File: config.mk
export PLATFORM = sky130hd
export DESIGN_NAME = instr_fetch_unit
export DESIGN_NICKNAME = d
export VERILOG_FILES = /design/src/rtl/fetch_pkg.sv /design/src/rtl/if_id_reg.sv /design/src/rtl/instr_fetch_unit.sv
export SDC_FILE = /design/constraint.sdc
export NUM_CORES = 1
export LEC_CHECK = 0
export ABC_CLOCK_PERIOD_IN_PS = 5600
export BUFFER_PORTS_ARGS = -buffer_cell sky130_fd_sc_hd__buf_2
export CAP_MARGIN = 20
export CORE_AREA = 2 2 114 105
export DETAILED_ROUTE_END_ITERATION = 10
export DIE_AREA = 0 0 116 107
export GPL_TIMING_DRIVEN = 1
export PLACE_DENSITY = 0.84
export SKIP_CTS_REPAIR_TIMING = 1
export SKIP_LAST_GASP = 1
export SLEW_MARGIN = 0
export SYNTH_ARGS = -nofsm -noshare
export SYNTH_HDL_FRONTEND = slang
export SYNTH_HIERARCHICAL = 1
export SYNTH_SLANG_ARGS = --single-unit
export TNS_END_PERCENT = 5
File: constraint.sdc
create_clock -name clk -period 5.6 [get_ports clk]
set_input_delay 0.56 -clock clk [delete_from_list [all_inputs] [get_ports clk]]
set_output_delay 0.56 -clock clk [all_outputs]
set_load 0.05 [all_outputs]
File: src/rtl/fetch_pkg.sv
// Shared fetch-stage types and instruction constants, reused by decode and hazard units.
package fetch_pkg;

    // Fetch-stage control states.
    typedef enum logic [1:0] {
        BOOT  = 2'd0,
        RUN   = 2'd1,
        HALT  = 2'd2,
        FAULT = 2'd3
    } fetch_state_t;

    // Encoding that stops fetch when seen on the memory bus.
    localparam logic [31:0] HALT_WORD = 32'hFFFF_FFFF;
    // Encoding placed in IF/ID when an instruction is squashed.
    localparam logic [31:0] NOP_WORD  = 32'h0000_0000;

endpackage

File: src/rtl/if_id_reg.sv
// IF/ID pipeline register: instruction, next-PC and valid bit with hold and squash.
// Squash clears instr/valid, hold keeps everything, load captures a new
// instruction, and any other cycle leaves a bubble (valid dropped, data kept).
module if_id_reg
    import fetch_pkg::*;
#(
    parameter int DATA_W = 32
) (
    input  logic              clk,
    input  logic              rst,
    input  logic              hold,
    input  logic              squash,
    input  logic              load,
    input  logic [DATA_W-1:0] instr_in,
    input  logic [DATA_W-1:0] npc_in,
    output logic [DATA_W-1:0] instr,
    output logic [DATA_W-1:0] npc,
    output logic              valid
);

    logic [DATA_W-1:0] instr_q, instr_d;
    logic [DATA_W-1:0] npc_q, npc_d;
    logic              valid_q, valid_d;

    // Next-value selection: squash beats hold, hold beats load, otherwise bubble.
    always_comb begin
        instr_d = instr_q;
        npc_d   = npc_q;
        valid_d = valid_q;
        if (squash) begin
            instr_d = DATA_W'(NOP_WORD);
            valid_d = 1'b0;
        end else if (hold) begin
            valid_d = valid_q;
        end else if (load) begin
            instr_d = instr_in;
            npc_d   = npc_in;
            valid_d = 1'b1;
        end else begin
            valid_d = 1'b0;
        end
    end

    // Register update with synchronous reset to an empty slot.
    always_ff @(posedge clk) begin
        if (rst) begin
            instr_q <= {DATA_W{1'b0}};
            npc_q   <= {DATA_W{1'b0}};
            valid_q <= 1'b0;
        end else begin
            instr_q <= instr_d;
            npc_q   <= npc_d;
            valid_q <= valid_d;
        end
    end

    assign instr = instr_q;
    assign npc   = npc_q;
    assign valid = valid_q;

endmodule

File: src/rtl/instr_fetch_unit.sv
// Instruction fetch unit: PC, fetch FSM, redirect/stall priority, halt and
// out-of-range detection, and a saturating delivered-instruction counter.
module instr_fetch_unit
    import fetch_pkg::*;
#(
    parameter int                DATA_W    = 32,
    parameter int                MEM_DEPTH = 128,
    parameter logic [DATA_W-1:0] RESET_PC  = 32'd0,
    parameter logic [DATA_W-1:0] HALT_WORD = 32'hFFFF_FFFF
) (
    input  logic              clk,
    input  logic              rst,
    output logic [DATA_W-1:0] mem_addr,
    input  logic [DATA_W-1:0] mem_data,
    input  logic              stall,
    input  logic              redirect,
    input  logic [DATA_W-1:0] redirect_pc,
    output logic [DATA_W-1:0] if_id_instr,
    output logic [DATA_W-1:0] if_id_npc,
    output logic              if_id_valid,
    output logic              halted,
    output logic              fault,
    output logic [DATA_W-1:0] fetch_count
);

    localparam logic [DATA_W-1:0] PC_LIMIT  = DATA_W'(MEM_DEPTH);
    localparam logic [DATA_W-1:0] ONE       = {{(DATA_W-1){1'b0}}, 1'b1};
    localparam logic [DATA_W-1:0] COUNT_MAX = {DATA_W{1'b1}};

    fetch_state_t      state_q, state_d;
    logic [DATA_W-1:0] pc_q, pc_d;
    logic [DATA_W-1:0] count_q, count_d;
    logic              halted_q, halted_d;
    logic              fault_q, fault_d;
    logic              ifid_hold_s, ifid_squash_s, ifid_load_s;
    logic [DATA_W-1:0] pc_inc_s;

    assign pc_inc_s = pc_q + ONE;

    // Next-state and control: in RUN, redirect beats stall beats fetch.
    always_comb begin
        state_d       = state_q;
        pc_d          = pc_q;
        count_d       = count_q;
        halted_d      = halted_q;
        fault_d       = fault_q;
        ifid_hold_s   = 1'b0;
        ifid_squash_s = 1'b0;
        ifid_load_s   = 1'b0;
        case (state_q)
            BOOT: begin
                state_d = RUN;
            end
            RUN: begin
                if (redirect) begin
                    // Target is not range-checked here; an illegal target faults on its fetch.
                    pc_d          = redirect_pc;
                    ifid_squash_s = 1'b1;
                end else if (stall) begin
                    ifid_hold_s = 1'b1;
                end else if (pc_q >= PC_LIMIT) begin
                    fault_d = 1'b1;
                    state_d = FAULT;
                end else if (mem_data == HALT_WORD) begin
                    halted_d = 1'b1;
                    state_d  = HALT;
                end else begin
                    ifid_load_s = 1'b1;
                    pc_d        = pc_inc_s;
                    if (count_q != COUNT_MAX) begin
                        count_d = count_q + ONE;
                    end else begin
                        count_d = count_q;
                    end
                end
            end
            HALT: begin
                state_d = HALT;
            end
            FAULT: begin
                state_d = FAULT;
            end
            default: begin
                state_d = BOOT;
            end
        endcase
    end

    // State, PC, flags and counter registers; reset overrides any pending redirect.
    always_ff @(posedge clk) begin
        if (rst) begin
            state_q  <= BOOT;
            pc_q     <= RESET_PC;
            count_q  <= {DATA_W{1'b0}};
            halted_q <= 1'b0;
            fault_q  <= 1'b0;
        end else begin
            state_q  <= state_d;
            pc_q     <= pc_d;
            count_q  <= count_d;
            halted_q <= halted_d;
            fault_q  <= fault_d;
        end
    end

    if_id_reg #(
        .DATA_W (DATA_W)
    ) u_if_id_reg (
        .clk      (clk),
        .rst      (rst),
        .hold     (ifid_hold_s),
        .squash   (ifid_squash_s),
        .load     (ifid_load_s),
        .instr_in (mem_data),
        .npc_in   (pc_inc_s),
        .instr    (if_id_instr),
        .npc      (if_id_npc),
        .valid    (if_id_valid)
    );

    assign mem_addr    = pc_q;
    assign halted      = halted_q;
    assign fault       = fault_q;
    assign fetch_count = count_q;

endmodule

== Yosys cells after proc, flatten, opt, wreduce, memory -nomap -nowiden ==
Cells that the tools add are included.
Widths: inputs -> output; s select.

* Mux-type cells: 20
* Eq/ne operators: 11
* Magnitude comparators: 1
* Bitwise gates (word level): 6
* Add/sub/neg operators: 2
* Reduce and logical (&&, ||, !) cells: 9

{| class="wikitable"
|+ Operators by type and width
! kind !! number
|-
| $mux 32 || 4
|-
| $add 32x1->32 const B || 2
|-
| $eq 32x32->1 const B || 1
|-
| $ge 32x8->1 const B || 1
|-
| $ne 32x32->1 const B || 1
|-
| $mux 1 || 11
|-
| $mux 2 || 4
|-
| $ne 2x2->1 const B || 4
|-
| $pmux 2 s4 || 1
|-
| $reduce_and 4->1 || 2
|-
| $not 1->1 || 6
|-
| $reduce_and 3->1 || 2
|-
| $reduce_and 6->1 || 1
|-
| $reduce_and 5->1 || 1
|-
| $eq 2x2->1 const B || 2
|-
| $ne 3x3->1 const B || 1
|-
| $eq 2x1->1 const B || 1
|-
| $logic_not 2->1 || 1
|-
| $ne 2x1->1 const B || 1
|-
| $reduce_and 2->1 || 1
|-
| $reduce_or 2->1 || 1
|}

* Logic and storage cells: 57
* Bits of input ports: 68
* Output and inout port bits: 131
* Register bits: 133

== Longest topological paths before layout ==
* Depth in word-level cells: 7
* Mapped depth: 10
* Mapped depth without buffers: 9

== Hierarchy ==
The synthesis kept the hierarchy.

{| class="wikitable"
|+ Modules (own cells, without submodules)
! module !! cells each !! area each (µm²) !! seq. area each (µm²) !! times used
|-
| instr_fetch_unit || 500 || 3758.6 || 1361.3 || 1
|-
| if_id_reg || 287 || 2277.2 || 1301.2 || 1
|}

== Worst setup path before layout ==
OpenSTA, ideal clock, no wires.

* Path kind: flip-flop to flip-flop
* From: register pc_q[12], in the netlist mem_addr[12]
* To: register u_if_id_reg.npc_q[10], in the netlist u_if_id_reg/npc[10]
* Path buffers: 4
* Required time: 5.468 ns
* Setup slack: 2.868 ns
* Data arrival time: 2.600 ns
* Library setup time: 0.132 ns
* Period minus slack after synthesis: 2.732 ns
* Cell stages (with the launch flop): 11
* Path through: dfxtp_1 > clkbuf_1 > nor4_1 > nand3_1 > a2111oi_4 > clkbuf_1 > or3b_1 > buf_2 > buf_6 > nand2_1 > a21oi_1

* Longest elaborated chain between the ends: 6

{| class="wikitable"
|+ RTL lines
! element !! RTL line !! source
|-
| start, declared || instr_fetch_unit.sv:31 || <nowiki>logic [DATA_W-1:0] pc_q, pc_d;</nowiki>
|-
| start signal, assigned || instr_fetch_unit.sv:99 || <nowiki>pc_q <= pc_d;</nowiki>
|-
| $ge 32x8->1 || instr_fetch_unit.sv:61 || <nowiki>end else if (pc_q >= PC_LIMIT) begin</nowiki>
|-
| $mux 1 || instr_fetch_unit.sv:61 ||
|-
| $mux 1 || instr_fetch_unit.sv:59 || <nowiki>end else if (stall) begin</nowiki>
|-
| $mux 1 || instr_fetch_unit.sv:55 || <nowiki>if (redirect) begin</nowiki>
|-
| $mux 1 || instr_fetch_unit.sv:50 || <nowiki>case (state_q)</nowiki>
|-
| via ifid_load_s || instr_fetch_unit.sv:35 || <nowiki>logic ifid_hold_s, ifid_squash_s, ifid_load_s;</nowiki>
|-
| $reduce_and 3->1 (no source line) || -- ||
|-
| end signal, assigned || if_id_reg.sv:48 || <nowiki>npc_q <= {DATA_W{1'b0}};</nowiki>
|-
| end signal, assigned || if_id_reg.sv:52 || <nowiki>npc_q <= npc_d;</nowiki>
|-
| end, declared || if_id_reg.sv:22 || <nowiki>logic [DATA_W-1:0] npc_q, npc_d;</nowiki>
|}

The timed path passes the listed nets, and every way through them passes these cells.
A chain may end at the register's enable or synchronous reset.

== Worst setup path in the final report ==
* From: register pc_q[7], in the netlist mem_addr[7]
* To: register u_if_id_reg.npc_q[31], in the netlist u_if_id_reg/npc[31]

* Elaborated cells on any way between the ends: 7
* Classes of those cells: add/sub (1); order compare (1); mux (4); reduce/logical (1)

{| class="wikitable"
|+ RTL lines
! element !! RTL line !! source
|-
| $add 32x1->32 || instr_fetch_unit.sv:38 || <nowiki>assign pc_inc_s = pc_q + ONE;</nowiki>
|-
| via pc_inc_s[31] || instr_fetch_unit.sv:36 || <nowiki>logic [DATA_W-1:0] pc_inc_s;</nowiki>
|}

The timed path passes the listed nets, and every way through them passes these cells.

==> out/metrics.cfg <==
[min_path]
min_to = fetch_count[25]
whs_path_depth = 2
worstHoldStart = rst
hold_path.class = primary input to register

[logic_synthesis]
synth_top_family_by_area = simple AND/OR/NAND/NOR gates
synth-simple-area-share = 0.294
netlist_instances = 787
syn_area_per_cell_um2 = 7.67
synth_fp_nets = 858
netlist_area_um2 = 6040
synth.ff_latch_count = 133
synth_top_area_cell = dfxtp_1
ys_warn_count = 6
synth.distinct_cells = 41
synth_top_cell_area_share = 0.441
synth_compound_area_frac = 0.140
synthMuxAreaShare = 0.00352
seq_area_frac_synth = 0.441
synth_fa_ha_area_frac = 0.00622
synth-xor-area-share = 0.0682
ys_top_cells_by_area = dfxtp_1 44%, nand2_1 12%, a21oi_1 8.7%, nand3_1 4.1%, xor2_1 3.9%

[timing]
min_period_over_period = 0.523
fin_tns_setup_ns = 0
grt_setup_unrepaired = false
period_minus_slack_ns = 2.93
fin_hold_ws_ns = 0.340
setup_viol = 0
maxSlewHeadroom = 0.313
slew_violations = 0
setup_slack_ns = 2.67
hold_violations = 0
skew_ns = 0.00723
worst-slew-pin-transition_ns = 1.03
fmax_mhz = 341

[job]
cap_violations = 0

[placement]
dpl.hpwl_um = 11000
dpl_cell_area_um2 = 7030
place_ws_ns = 2.33
dp_cells = 1091
gp_congestion = 0.845
portBuffers = 198

[power]
power.density_nw_per_um2 = 312
switchingPower_w = 0.000604
irDropWorstVdd_mv = 0.233
p_seq_frac = 0.417
combPwrFrac = 0.112
clock_power_share = 0.471
p_int_w = 0.00180
leakagePower_nw = 3.17
switching_share = 0.252

[critical_path]
slowest_delay_ns = 0.70
cp_slowest_cell = nor4_1
cp.required_ns = 5.93
startpoint_type = register
critPathKind = register to register
rrSetupSlack_ns = 2.67
r2r_start = mem_addr[7]
crit_arrival_ns = 3.26
end_kind = register
cp_max_fo = 8
r2r_end = u_if_id_reg/npc[31]
path_cells = nand4_1 > nor4_1 > nand3_1 > or4_1 > xnor2_1 > nand2_1 > a21oi_1
r2r_cells = 7

[cells_and_area]
synthToLayoutAreaGrowth_pct = 27.3
layout_common_cells = 197 x buf_2, 193 x nand2_1, 133 x dfxtp_1, 105 x a21oi_1, 50 x nor2_1
drive_gt1_frac = 0.248
nFillCells = 953
final_cells = 1123
final_common_cell = buf_2
nets = 1028
stdcell_area_um2 = 7690

[clock_tree]
cts-root-buf = clkbuf_16
cts_max_level = 4
clock-sinks = 133
insertion_delay_ns = 0.41
numCtsBuffers = 17
path_clk_slew_ns = 0.05
cts_tree = done
clk_path_buf_depth = 2

[floorplan]
rows = 37
dieArea_um2 = 12400
fp.coreArea_um2 = 11200
initial_core_util = 0.539
ios = 199
fp.dieW_um = 116
die_h_um = 107

[global_route]
grt_pass1_wl_um = 25900
grt_usage = 0.262
grt_antenna_before_repair = 1
overflow = 0
grt_max_degree = 101
grt_pass1_vias = 5402

[route]
totalWireLength_um = 16600
postRouteAntennaNets = 0
vias_per_cell = 5.45
first_iter_violations = 589
drc_errors = 0
wire_per_inst_um = 14.8
vias = 6116
first_pass_iters = 7

[run_status]
status = finished clean

[routing by layer]
metal	wire, µm	part of all wire	up-vias	GRT usage
li1	-	-	3038	-
met1	7310	0.44	2812	0.350
met2	7870	0.47	239	0.403
met3	1150	0.069	27	0.0701
met4	295	0.018	0	0.100
met5	0	0	-	0
[logic make-up (layout without fill, tap and decap cells)]
family          count (synthesis)  after routing
compound gates                149            149
other cells                     0              1
xor+xnor                       47             47
simple gates                  388            388
fa+ha+maj                       3              3
buf+inv                        65            244
flops                         133            133
mux                             2              2
[per-stage QoR]
| step | utilization | total power, W |
|---|---|---|
| final | 0.686 | 0.00240 |
| after global placement | 0.627 | 0.00128 |
| after floorplan | - | 0.00120 |
| after global routing | 0.686 | 0.00247 |
| after detailed placement | 0.627 | 0.00128 |
| after CTS | 0.681 | 0.00240 |
[final cells by class]
class	instances	area, µm²	share of cell area
clock buffers	24	502	0.0653
repair buffers	206	1090	0.142
clock inverters	4	95.1	0.0124
multi-input cells	589	3100	0.404
well taps	156	195	0.0254
diodes	1	2.50	0.000326
inverters	10	37.5	0.00488
flip-flops and latches	133	2660	0.346
[power groups by stage]
stage	combinational, W	clock, W	sequential (W)
2_1_floorplan	0.000122	0	0.00108
6_report	0.000268	0.00113	0.00100
5_1_grt	0.000288	0.00118	0.00100
3_3_place_gp	0.000260	0	0.00102
4_1_cts	0.000263	0.00114	0.00100
3_5_place_dp	0.000261	0	0.00102
[worst max path at each step]
stage	depth (start not counted)	from	slack (ns)	end
3_5_place_dp	8	redirect	2.33	u_if_id_reg/instr[4]
6_report	7	mem_addr[7]	2.67	u_if_id_reg/npc[31]
5_1_grt	7	mem_addr[7]	2.44	u_if_id_reg/npc[31]
2_1_floorplan	10	mem_addr[12]	2.87	u_if_id_reg/npc[10]
3_3_place_gp	8	redirect	2.36	u_if_id_reg/instr[1]
4_1_cts	7	mem_addr[26]	2.52	u_if_id_reg/instr[4]
[state kept, by name, summed over array words and instances (netlist names)]
name               cells
state_q                2
u_if_id_reg/instr     32
halted                 1
mem_addr              32
fetch_count           32
fault                  1
u_if_id_reg/npc       32
u_if_id_reg/valid      1
[worst max-delay path, delay by kind of cell, from the launching register on]
kind / cells / cell delay [ns]
simple gates: 5 / 1.99
flops: 1 / 0.53
xor+xnor: 1 / 0.20
compound gates: 1 / 0.13
[cells in the mapped netlist]
cell         n
nor4_1      15
a31o_2       1
o31a_1       1
o21ba_2      1
nor3b_2      1
xnor2_1     20
a22o_1       1
nor2_1      50
or4_1        7
o31ai_1      7
or2_2        1
or3_1       10
a21oi_1    105
inv_1       10
nand4_1     28
ha_1         3
nor3_1       5
buf_2       15
nand2b_1     8
clkbuf_1    34
o21ai_0     16
nor2b_1      5
nand2_1    193
a2111oi_4    1
a211oi_1     2
dfxtp_1    133
mux2i_1      1
or2_1        1
buf_1        3
and3_1      12
a22oi_1      2
and4_1       1
nand3_1     49
mux2_1       1
or3b_1       1
buf_6        3
xor2_1      27
o211ai_1     6
and3b_1      1
o2111ai_2    1
a31oi_1      5
Note: power is estimated with default switching activity, not from simulation.
